===== config.mk =====
export PLATFORM = sky130hd
export DESIGN_NAME = gradient_weight_x_1
export DESIGN_NICKNAME = d
export VERILOG_FILES = /design/src/rtl/optical_flow_pkg.sv /design/src/rtl/gradient_weight_x_window.sv /design/src/rtl/gradient_weight_x_1.sv
export SDC_FILE = /design/constraint.sdc
export NUM_CORES = 2
export LEC_CHECK = 0
export CORE_MARGIN = 2
export CORE_UTILIZATION = 55
export DETAILED_ROUTE_END_ITERATION = 12
export PLACE_DENSITY = 0.75
export SLEW_MARGIN = 5
export SYNTH_ARGS = -nofsm -noshare
export SYNTH_HDL_FRONTEND = slang
export SYNTH_SLANG_ARGS = --single-unit

===== constraint.sdc =====
create_clock -name ap_clk -period 19.2 [get_ports ap_clk]
set_clock_uncertainty 0.1 [all_clocks]
set_input_delay 1.92 -clock ap_clk [delete_from_list [all_inputs] [get_ports ap_clk]]
set_output_delay 1.92 -clock ap_clk [all_outputs]
set_load 0.02 [all_outputs]

===== src/rtl/optical_flow_pkg.sv =====
// Shared types and constants for the optical-flow weighting stages.
package optical_flow_pkg;

    typedef logic signed [31:0] sample_t;

    localparam int GW_ACC_W = 38;
    typedef logic signed [GW_ACC_W-1:0] acc_t;

    localparam int GW_X_W0 = 1;
    localparam int GW_X_W1 = 6;
    localparam int GW_X_W2 = 15;
    localparam int GW_X_W3 = 20;
    localparam int GW_X_W4 = 15;
    localparam int GW_X_W5 = 6;
    localparam int GW_X_W6 = 1;

    localparam int GW_SHIFT = 6;

    typedef enum logic [2:0] {
        GW_IDLE,
        GW_FILL,
        GW_RUN,
        GW_FLUSH,
        GW_DONE
    } gw_state_t;

    function automatic acc_t gw_tap(sample_t s, int w);
        return acc_t'(s) * acc_t'(w);
    endfunction

endpackage


===== src/rtl/gradient_weight_x_window.sv =====
// 7-tap horizontal window; the sum already includes the sample being shifted in
// so the producing cycle can load its output directly.
module gradient_weight_x_window
    import optical_flow_pkg::*;
(
    input  logic    clk,
    input  logic    rst,
    input  logic    shift,
    input  logic    clear,
    input  sample_t din,
    output acc_t    sum
);

    sample_t win  [7];
    sample_t view [7];

    always_comb begin
        for (int i = 0; i < 6; i++) begin
            view[i] = win[i+1];
        end
        view[6] = din;
    end

    assign sum = gw_tap(view[0], GW_X_W0)
               + gw_tap(view[1], GW_X_W1)
               + gw_tap(view[2], GW_X_W2)
               + gw_tap(view[3], GW_X_W3)
               + gw_tap(view[4], GW_X_W4)
               + gw_tap(view[5], GW_X_W5)
               + gw_tap(view[6], GW_X_W6);

    always_ff @(posedge clk or posedge rst) begin
        if (rst) begin
            for (int i = 0; i < 7; i++) begin
                win[i] <= '0;
            end
        end else if (clear) begin
            for (int i = 0; i < 7; i++) begin
                win[i] <= '0;
            end
        end else if (shift) begin
            for (int i = 0; i < 7; i++) begin
                win[i] <= view[i];
            end
        end
    end

endmodule


===== src/rtl/gradient_weight_x_1.sv =====
// Horizontal 7-tap binomial weighting of a raster sample stream,
// zero-padded at row edges, one output per input.
module gradient_weight_x_1
    import optical_flow_pkg::*;
#(
    parameter int IMG_WIDTH  = 1024,
    parameter int IMG_HEIGHT = 436
) (
    input  logic        ap_clk,
    input  logic        ap_rst,
    input  logic        ap_start,
    output logic        ap_done,
    output logic        ap_idle,
    output logic        ap_ready,
    input  logic [31:0] Input_1_V_V,
    input  logic        Input_1_V_V_ap_vld,
    output logic        Input_1_V_V_ap_ack,
    output logic [31:0] Output_1_V_V,
    output logic        Output_1_V_V_ap_vld,
    input  logic        Output_1_V_V_ap_ack
);

    localparam int CW = $clog2(IMG_WIDTH + 1);
    localparam int RW = $clog2(IMG_HEIGHT + 1);

    gw_state_t state, state_n;

    logic [CW-1:0] col;
    logic [RW-1:0] row;
    logic [1:0]    flush;

    logic    room, take, fstep, load;
    logic    last_col, last_row, last_flush;
    sample_t din;
    acc_t    sum;

    assign room       = !Output_1_V_V_ap_vld || Output_1_V_V_ap_ack;
    assign last_col   = col == CW'(IMG_WIDTH - 1);
    assign last_row   = row == RW'(IMG_HEIGHT - 1);
    assign last_flush = flush == 2'd2;

    assign Input_1_V_V_ap_ack = (state == GW_FILL)
                             || (state == GW_RUN && room);
    assign take  = Input_1_V_V_ap_vld && Input_1_V_V_ap_ack;
    assign fstep = (state == GW_FLUSH) && room;
    assign load  = (state == GW_RUN && take) || fstep;
    assign din   = take ? sample_t'(Input_1_V_V) : '0;

    assign ap_idle  = state == GW_IDLE;
    assign ap_ready = state == GW_RUN && take && last_col && last_row;
    assign ap_done  = state == GW_DONE && room;

    gradient_weight_x_window u_window (
        .clk   (ap_clk),
        .rst   (ap_rst),
        .shift (take || fstep),
        .clear (fstep && last_flush),
        .din   (din),
        .sum   (sum)
    );

    always_ff @(posedge ap_clk or posedge ap_rst) begin
        if (ap_rst) begin
            state <= GW_IDLE;
        end else begin
            state <= state_n;
        end
    end

    always_comb begin
        state_n = state;
        unique case (state)
            GW_IDLE: begin
                if (ap_start) state_n = GW_FILL;
            end
            GW_FILL: begin
                if (take && col == CW'(2)) state_n = GW_RUN;
            end
            GW_RUN: begin
                if (take && last_col) state_n = GW_FLUSH;
            end
            GW_FLUSH: begin
                if (fstep && last_flush) begin
                    state_n = last_row ? GW_DONE : GW_FILL;
                end
            end
            GW_DONE: begin
                if (room) state_n = ap_start ? GW_FILL : GW_IDLE;
            end
            default: state_n = GW_IDLE;
        endcase
    end

    always_ff @(posedge ap_clk or posedge ap_rst) begin
        if (ap_rst) begin
            col   <= '0;
            row   <= '0;
            flush <= '0;
        end else begin
            if (take) begin
                col <= last_col ? '0 : col + CW'(1);
            end
            if (fstep) begin
                flush <= last_flush ? 2'd0 : flush + 2'd1;
                if (last_flush) begin
                    row <= last_row ? '0 : row + RW'(1);
                end
            end
        end
    end

    // Single-entry output register; load wins over drain so 1 sample/cycle holds.
    always_ff @(posedge ap_clk or posedge ap_rst) begin
        if (ap_rst) begin
            Output_1_V_V        <= '0;
            Output_1_V_V_ap_vld <= 1'b0;
        end else if (load) begin
            Output_1_V_V        <= 32'(sum >>> GW_SHIFT);
            Output_1_V_V_ap_vld <= 1'b1;
        end else if (Output_1_V_V_ap_vld && Output_1_V_V_ap_ack) begin
            Output_1_V_V_ap_vld <= 1'b0;
        end
    end

endmodule


==> flow_summary.json <==
{
  "cts_tree": "done",
  "die_h_um": 235,
  "ys.flop_type": "dfrtp_1",
  "via_per_inst": 5.59,
  "insertedDiodeCount": 0,
  "synth_top_family_by_area": "adder cells",
  "status": "completed",
  "slew_violations": 0,
  "clk_pin_slew_ns": 0.06,
  "critPathMaxFanout": 7,
  "place_inst": 4002,
  "h-tree-depth": 2,
  "rsz0062_at_grt": "false",
  "top_usage_layer": "met2",
  "worstPathRequired_ns": 19.55,
  "row_count": 84,
  "antenna_found_initial": 0,
  "setup.worst_path.start": "u_window.view[161]",
  "drive_gt1_share_pct": 2.70,
  "first_pass_iters": 8,
  "synthMuxAreaShare_pct": 0.295,
  "numCtsBuffers": 34,
  "end_kind": "register",
  "gp_congestion": 0.917,
  "hold_buffers": 0,
  "max_stage_delay_ns": 0.55,
  "nets": 4047,
  "wirelength_um": 67200,
  "clk_latency_ns": 0.56,
  "yosysUniqueCellTypes": 69,
  "netlist_instances": 3312,
  "grt_pass1_wl_um": 112000,
  "avgRoutedWirePerCell_um": 16.5,
  "reg2reg_to": "Output_1_V_V[31]",
  "grt_max_degree": 254,
  "synth-compound-area-share_pct": 16.9,
  "start_util_pct": 55.7,
  "min_period_ns": 9.65,
  "r2r_start": "u_window.view[161]",
  "post-place-ws_ns": 9.64,
  "dpl.hpwl_um": 52800,
  "overflow": 0,
  "hold_viol": 0,
  "post_cts_resize_count": 0,
  "clk_path_buf_depth": 3,
  "min_path_type": "reg -> reg",
  "synthAdderAreaFrac_pct": 35.0,
  "dieArea_sq_um": 55200,
  "cp-endpoint": "Output_1_V_V[31]",
  "criticalPathCategory": "reg -> reg",
  "crit_path_start_kind": "register",
  "synth_seq_cells": 250,
  "track_usage_pct": 24.8,
  "cts_num_sinks": 250,
  "tns_ns": 0,
  "grt_use_met2_pct": 39.8,
  "synth_most_common_cell": "inv_1",
  "io_pins": 74,
  "synth_edf_count": 0,
  "post-route-drc-count": 0,
  "setup_viol": 0,
  "synthSimpleGateAreaFrac_pct": 12.0,
  "synthTopCellsByArea": "dfrtp_1 (21%), fa_1 (18%), ha_1 (17%)",
  "ant_nets": 0,
  "synth_xor_area_share_pct": 7.05,
  "stdcell_count": 4062,
  "coreArea_sq_um": 52700,
  "ys_seq_area_share_pct": 21.3,
  "via_count": 22722,
  "max-cap-violations": 0,
  "worst_pin_slew_ns": 1.09,
  "use_met3_pct": 3.24,
  "synth_top_cell_by_area": "dfrtp_1",
  "portBuffers": 73,
  "rr_worst_depth": 35,
  "syn_area_per_cell_sq_um": 8.85,
  "synth_commonest_cells": "inv_1 (502), nand2_1 (444), ha_1 (395), fa_1 (265), dfrtp_1 (250)",
  "yosysWarnings": 0,
  "synth_nets": 4009,
  "drt_iter0_markers": 1318,
  "cts_root_buf": "clkbuf_16",
  "slowest_stage": "fa_1",
  "finalWorstSetupSlack_ns": 9.55,
  "period_share_pct": 50.2,
  "globalRouteMet1Util_pct": 35.3,
  "grt_pass1_vias": 22774,
  "max_freq_ghz": 0.104,
  "fp.dieW_um": 235,
  "max_slew_margin_pct": 27.2,
  "r2r_slack_ns": 9.55,
  "synth_top_area_share_pct": 21.3,
  "async_reset_ff_share_pct": 100,
  "worstPathArrival_ns": 9.99,
  "fin_util_pct": 60.6,
  "area_delta_synth_final_pct": 8.76,
  "post_cts_buffers": 0,
  "synth.cell_area_sq_um": 29300
}
## stage by stage
stage,instance area (sq um),hold slack [ns]
2_1_floorplan,29300,0.350
3_3_place_gp,30700,0.364
3_5_place_dp,30700,0.374
4_1_cts,31900,0.385
5_1_grt,31900,0.420
6_report,31900,0.382
## layer usage
metal  wire length, um  up-vias
met2             30200      523
met3              3370      103
li1                  -    11176
met4              1730        0
met1             31900    10920
met5                 0        -
## layout by cell type, fill, tap and decap left out, types with 9 or more instances in the layout
cell	netlist	routed
a21o_1	133	133
nand4_1	18	18
o211ai_1	15	15
and3_1	41	41
xnor2_1	148	148
o21a_1	33	33
nor2b_1	30	30
nand2b_1	32	32
or3_1	9	9
inv_1	502	501
and2_1	13	12
o31ai_1	67	67
clkbuf_16	0	34
o21bai_1	19	19
nand2_1	444	443
nor2_1	116	116
ha_1	395	395
nor3_1	31	31
o21ai_0	227	227
xor2_1	81	81
clkdlybuf4s50_1	0	73
a211oi_1	24	24
nand3_1	37	37
fa_1	265	265
a31oi_1	22	22
dfrtp_1	250	250
a21oi_1	177	175
## worst max-delay path: cells and delay by family, from the launching register on
family                   cells  cell delay [ns]
multiplexers                 1             0.26
adder cells (fa/ha/maj)      8             3.10
buffers and inverters        2             0.13
AND/OR/NAND/NOR              2             0.34
XOR/XNOR                     4             0.97
flip-flops                   1             0.41
AO/OA/AOI/OAI               18             4.21
## kinds of logic (layout without fill, tap and decap cells)
group | Yosys count | count (layout)
XOR/XNOR | 232 | 232
AND/OR/NAND/NOR | 797 | 797
flip-flops | 250 | 250
multiplexers | 8 | 8
AO/OA/AOI/OAI | 783 | 783
buffers and inverters | 582 | 644
adder cells (fa/ha/maj) | 660 | 660
## state kept, by name, summed over array words and instances (netlist names)
signal / flops
flush: 2
Output_1_V_V_ap_vld: 1
u_window.view: 192
Output_1_V_V: 32
row: 9
state: 3
col: 11
## how the worst min path moves through the flow
stage	startpoint	endpoint	cells past startpoint
floorplan	u_window.view[192]	u_window.view[192]	2
CTS	row[8]	row[8]	1
detailed placement	Output_1_V_V[27]	Output_1_V_V[27]	2
finish	Output_1_V_V[27]	Output_1_V_V[27]	2
global route	Output_1_V_V[19]	Output_1_V_V[19]	2
global placement	Output_1_V_V[27]	Output_1_V_V[27]	2
## layout make-up
| cell class | instances | area (sq um) |
|---|---|---|
| Multi-Input combinational cell | 2480 | 20900 |
| Clock inverter | 12 | 159 |
| Clock buffer | 48 | 983 |
| Tap cell | 688 | 861 |
| Timing Repair Buffer | 82 | 823 |
| Sequential cell | 250 | 6260 |
| Inverter | 502 | 1890 |
| Fill cell | 4440 | 20800 |
Power is left out: the tool's default activity adds up to more than one toggle a clock period on the data nets, which glitch-free logic cannot reach.
